`config.mk`:
```
export PLATFORM = sky130hd
export DESIGN_NAME = regfile_mp_sb
export DESIGN_NICKNAME = d
export VERILOG_FILES = /design/src/rtl/regfile_mp_sb.sv
export SDC_FILE = /design/constraint.sdc
export NUM_CORES = 2
export LEC_CHECK = 0
export CAP_MARGIN = 20
export CORE_ASPECT_RATIO = 0.6
export CORE_MARGIN = 5
export CORE_UTILIZATION = 60
export CTS_CLUSTER_SIZE = 24
export DETAILED_ROUTE_END_ITERATION = 10
export PLACE_DENSITY = 0.89
export SYNTH_ARGS = -nofsm -noshare
export SYNTH_HDL_FRONTEND = slang
export SYNTH_SLANG_ARGS = --single-unit
```
`constraint.sdc`:
```
create_clock -name clk -period 119.7 [get_ports clk]
set_input_delay 23.94 -clock clk [delete_from_list [all_inputs] [get_ports clk]]
set_output_delay 23.94 -clock clk [all_outputs]
set_load 0.02 [all_outputs]
```
`src/rtl/regfile_mp_sb.sv`:
```
// Multi-port register file with two write ports and a RAW pending scoreboard.
// Optional write-through bypass on reads when REGFILE_BYPASS_EN is defined.
module regfile_mp_sb #(
    parameter int DATA_W = 32,
    parameter int ADDR_W = 5,
    parameter int NUM_RD = 2
) (
    input  logic                     clk,
    input  logic                     rst,
    input  logic [NUM_RD*ADDR_W-1:0] rd_addr,
    output logic [NUM_RD*DATA_W-1:0] rd_data,
    output logic [NUM_RD-1:0]        rd_pending,
    input  logic                     we0,
    input  logic [ADDR_W-1:0]        waddr0,
    input  logic [DATA_W-1:0]        wdata0,
    input  logic                     we1,
    input  logic [ADDR_W-1:0]        waddr1,
    input  logic [DATA_W-1:0]        wdata1,
    input  logic                     iss_valid,
    input  logic [ADDR_W-1:0]        iss_addr,
    input  logic                     flush,
    output logic                     any_pending
);

    localparam int DEPTH = 2 ** ADDR_W;

    logic [DATA_W-1:0] regs_q [DEPTH];
    logic [DATA_W-1:0] regs_d [DEPTH];
    logic [DEPTH-1:0]  pend_q;
    logic [DEPTH-1:0]  pend_d;
    logic              any_pending_q;
    logic              any_pending_d;

    logic w0_hit;
    logic w1_hit;

    assign w0_hit = we0 && (waddr0 != '0);
    assign w1_hit = we1 && (waddr1 != '0);

    // Next register contents: W1 is applied last so it wins a same-address collision.
    always_comb begin
        regs_d = regs_q;
        if (w0_hit) begin
            regs_d[waddr0] = wdata0;
        end
        if (w1_hit) begin
            regs_d[waddr1] = wdata1;
        end
        regs_d[0] = '0;
    end

    // Next scoreboard: flush beats issue, issue beats a same-cycle writeback clear.
    always_comb begin
        pend_d = pend_q;
        if (flush) begin
            pend_d = '0;
        end else begin
            if (w0_hit) begin
                pend_d[waddr0] = 1'b0;
            end
            if (w1_hit) begin
                pend_d[waddr1] = 1'b0;
            end
            if (iss_valid) begin
                pend_d[iss_addr] = 1'b1;
            end
        end
        pend_d[0]     = 1'b0;
        any_pending_d = |pend_d;
    end

    // State update with asynchronous clear of data and scoreboard.
    always_ff @(posedge clk or posedge rst) begin
        if (rst) begin
            for (int r = 0; r < DEPTH; r++) begin
                regs_q[r] <= '0;
            end
            pend_q        <= '0;
            any_pending_q <= 1'b0;
        end else begin
            regs_q        <= regs_d;
            pend_q        <= pend_d;
            any_pending_q <= any_pending_d;
        end
    end

    assign any_pending = any_pending_q;

    // Combinational read ports; r0 and reset force zero data and no pending.
    always_comb begin
        logic [ADDR_W-1:0] a;
        logic [DATA_W-1:0] d;
        logic              p;
        a          = '0;
        d          = '0;
        p          = 1'b0;
        rd_data    = '0;
        rd_pending = '0;
        for (int k = 0; k < NUM_RD; k++) begin
            a = rd_addr[k*ADDR_W +: ADDR_W];
            d = regs_q[a];
            p = pend_q[a];
`ifdef REGFILE_BYPASS_EN
            if (w0_hit && (waddr0 == a)) begin
                d = wdata0;
                p = 1'b0;
            end
            if (w1_hit && (waddr1 == a)) begin
                d = wdata1;
                p = 1'b0;
            end
`endif
            if (rst || (a == '0)) begin
                d = '0;
                p = 1'b0;
            end
            rd_data[k*DATA_W +: DATA_W] = d;
            rd_pending[k]               = p;
        end
    end

endmodule

```
### Word-level counts from Yosys, hierarchy flattened

Cells that the tools add are included.

* register bits: 1024
* input port bits: 95
* output and inout bits: 67
* word-level logic and storage cells: 104

* order comparisons: 14
* mux-type cells: 34
* bitwise operators: 9
* reduce and logical (&&, ||, !) cells: 14

Operator list (count)
* $bwmux 1024: 2
* $mux 1024: 1
* $mux 992: 1
* $mux 32: 14
* $bmux 32 s5: 2
* $demux 32 s5: 2
* $and 32x32->32: 2
* $not 32->32: 2
* $or 32x32->32: 1
* $reduce_or 31->1: 1
* $lt 5x6->1 const B: 5
* $ge 6x6->1 const B: 4
* $not 5->6: 4
* $demux 1 s5: 3
* $ge 5x1->1 const B: 3
* $lt 6x1->1 const B: 2
* $bmux 1 s5: 2
* $logic_not 5->1: 2
* $reduce_bool 5->1: 2
* $logic_and 1x1->1: 7
* $mux 1: 7
* $logic_or 1x1->1: 2

### Depth between registers and ports, before layout

* word-level depth: 15
* gate-level depth with buffers: 9
* gate-level depth less buffers: 6

### Worst setup path after synthesis

No wires, ideal clock.

* path type: input to output
* start: input rst
* end: output rd_data[31]
* arrival: 49.665 ns
* required time: 95.760 ns
* slack: 46.095 ns
* stages on the path: 3
* buffers on the path: 0
* cell sequence: inv_1 > o21ai_1 > nor2_1

* word-level cells in the longest chain between the ends: 2

Ends and longest elaborated chain
* start, declared: line 9 `input logic rst,`
* $logic_or 1x1->1: line 113 `if (rst || (a == '0)) begin`
* $mux 32: line 113
* end, declared: line 11 `output logic [NUM_RD*DATA_W-1:0] rd_data,`

Every way passes these cells.

### Worst setup path after layout

* start: input rd_addr[5]
* end: output rd_data[55]

* word-level cells in the longest chain between the ends: 5

Ends and longest elaborated chain
* start, declared: line 10 `input logic [NUM_RD*ADDR_W-1:0] rd_addr,`
* $not 5->6 (implied by the code): line 101 `d = regs_q[a];`
* $bmux 32 s5: line 101
* $mux 32 (implied by the code) (2 in a row): line 101
* $mux 32 *: line 113

Every way passes the cells marked *; elsewhere a longest branch is shown, timed or not. The select of a mux whose other input is x is not followed.

==> results.py <==
metrics = {
    "setup_path": {
        "critical_path_arrival_ns": 28.33,
        "crit_required_ns": 95.76,
        "startpoint_type": "input pin",
        "crit_type": "in -> out",
        "endpoint_kind": "primary output",
        "crit_path_max_fanout": 107,
    },
    "die": {
        "core_area_mm2": 0.105,
        "fp.dieW_um": 431,
        "rows": 92,
        "die_height_um": 262,
        "ios": 162,
        "start_util_pct": 60.5,
        "dieArea_mm2": 0.113,
    },
    "logic_synthesis": {
        "async_reset_ff_share_pct": 100,
        "synth_edf_count": 0,
        "ys_seq_area_share_pct": 40.2,
        "synth_cells": 5784,
        "yosysWarnings": 0,
        "yosys.cell_types.count": 47,
        "synth_nets": 5879,
        "syn_area_mm2": 0.0637,
        "yosys_register_bits": 1024,
        "syn_area_per_cell_um2": 11.0,
        "ys.flop_type": "dfrtp_1",
    },
    "finish": {
        "final_area_mm2": 0.0703,
        "layout_commonest_cell": "dfrtp_1",
        "syn2layout_area_growth_pct": 10.4,
        "mostFrequentLayoutCells": "dfrtp_1 (1024), mux2i_1 (975), nor2_1 (662)",
        "final_layout_size_suffix_gt1_share_pct": 18.9,
        "num-nets-final": 5592,
    },
    "detailed_routing": {
        "drt_iter0_markers": 12200,
        "wire_per_inst_um": 35.5,
        "ant_nets": 0,
        "vias": 56100,
        "drtPass1Iterations": 10,
        "via_per_inst": 8.02,
        "wirelength_mm": 248,
        "drc_errors": 0,
    },
    "power_and_ir_drop": {
        "leakagePower_nw": 29.0,
        "p_per_area_mw_per_mm2": 16.6,
        "peakVddDrop_v": 0.0000133,
    },
    "place": {
        "place.gp.congestion": 0.954,
        "port_buffers": 161,
        "post-dp-hpwl_mm": 125,
        "post_dp_cell_area_mm2": 0.0658,
        "place_ws_ns": 67.37,
    },
    "global_routing": {
        "antenna_found_initial": 19,
        "grt-ovfl-total": 0,
        "grtUsageMet3_pct": 24.4,
        "grtUsageMet2_pct": 55.6,
        "grt_pass1_vias": 55200,
        "grt_use_met1_pct": 51.0,
        "grt_pass1_wl_mm": 356,
        "track_usage_pct": 42.0,
        "busiest_layer": "met2",
        "grt_max_degree": 169,
    },
    "outcome": {
        "status": "complete, no violations",
    },
    "cts": {
        "cts-buffers-inserted": 93,
        "htreeDepth": 3,
        "cts_hold_buf": 0,
        "cts_setup_buffers": 0,
        "cts.path.max_buffers": 3,
        "clkSinkCount": 1024,
        "cts_root_buf": "clkbuf_16",
        "post_cts_resized": 0,
        "tritoncts": "built",
        "clock_latency_ns": 0.74,
        "path_clk_slew_ns": 0.06,
    },
    "sta": {
        "hold_viol_final": 0,
        "tightest_slew_ns": 1.31,
        "skew_ns": 0.0184,
        "fin_crit_ns": 52.27,
        "setup_ws_ns": 67.43,
        "drv_slew": 0,
        "finalSetupViolations": 0,
        "period_share_pct": 43.7,
        "fin_setup_tns_ns": 0,
        "grt_setup_unrepaired": "false",
        "max_slew_margin_pct": 12.4,
        "clock.fmax_mhz": 19.1,
    },
    "worst_hold_path": {
        "hold_path_class": "reg -> reg",
    },
    "flow_run": {
        "maxCapViolations": 0,
    },
}
-- metrics by stage --
step | util, % | std cells | power, mW | hold slack (ns)
CTS | 65.5 | 6921 | 1.13 | 0.579
global placement | 62.4 | 6748 | 0.793 | 0.546
floorplan | - | 5784 | 0.724 | 0.527
finish | 66.8 | 6992 | 1.17 | 0.595
detailed placement | 62.5 | 6754 | 0.821 | 0.565
global route | 66.8 | 6990 | 1.20 | 0.602
-- critical path, cell delays in order --
cell and delay, ns:
buf_8 0.60, buf_12 0.71, nor2b_4 0.37, buf_4 0.40, a22o_1 0.31, mux4_2 0.46
mux2i_1 0.75, nor2_1 0.09, clkdlybuf4s50_1 0.58
-- kinds of logic (layout without fill, tap and decap cells) --
family                 Yosys count  in the layout  synth area share [%]
buffers and inverters          701            486                  4.16
other                            0             13                     0
AO/OA/AOI/OAI                 1193           1193                  10.5
AND/OR/NAND/NOR               1231           1231                  7.66
flip-flops                    1024           1024                  40.2
multiplexers                  1635           1635                  37.5
-- synth_stat cells (6+ instances only) --
cell type,instances,share of area [%]
nor2_1,694,4.1
mux4_2,594,21
o211ai_1,12,0.14
nand4b_1,7,0.096
buf_2,10,0.079
buf_1,103,0.61
nor2b_1,8,0.079
clkbuf_1,584,3.4
a41o_1,6,0.094
mux2i_1,975,15
or4_1,7,0.083
a21oi_1,579,4.5
a22o_1,66,0.91
dfrtp_1,1024,40
a32oi_1,79,1.1
nand2b_1,11,0.11
nand2_1,457,2.7
o21ai_0,417,3.3
o32ai_1,9,0.12
nor4_1,6,0.059
o22ai_1,13,0.13
mux2_2,66,1.2
-- routing by layer --
metal	share of wire, %	up-vias
li1	-	20700
met1	31	26700
met2	40	6545
met3	20	2119
met4	9.1	14
met5	0.11	-
-- power breakdown --
group | leakage, nW | total [mW] | internal, mW | switching (mW)
Clock | 1.53 | 0.318 | 0.171 | 0.147
Sequential | 12.5 | 0.520 | 0.436 | 0.0835
Combinational | 15.0 | 0.328 | 0.177 | 0.151
-- flip-flops by register name, summed over array words and instances, names as in the netlist --
name	cells
regs_q	992
pend_q	31
any_pending	1
-- cell type report --
type | instances | area (µm²)
fillers | 6954 | 34900
diodes | 13 | 32.5
multi-input cells | 4059 | 35900
clock buffers | 132 | 2710
well taps | 1410 | 1760
repair buffers | 316 | 3910
flip-flops and latches | 1024 | 25600
inverters | 3 | 18.8
clock inverters | 35 | 360
-- path summary, 6_finish.rpt --
path                                 start          end  depth (start not counted)  slack, ns
worst max-delay path            rd_addr[5]  rd_data[55]                          9      67.43
worst min-delay path            pend_q[13]   pend_q[13]                          1       0.59
worst max register to register  pend_q[16]  any_pending                          4     117.59
worst min register to register  pend_q[13]   pend_q[13]                          1       0.59
max in group asynchronous              rst  regs_q[268]                          5      93.07
min in group asynchronous              rst   pend_q[24]                          2      23.65
(Power assumes the default switching activity.)
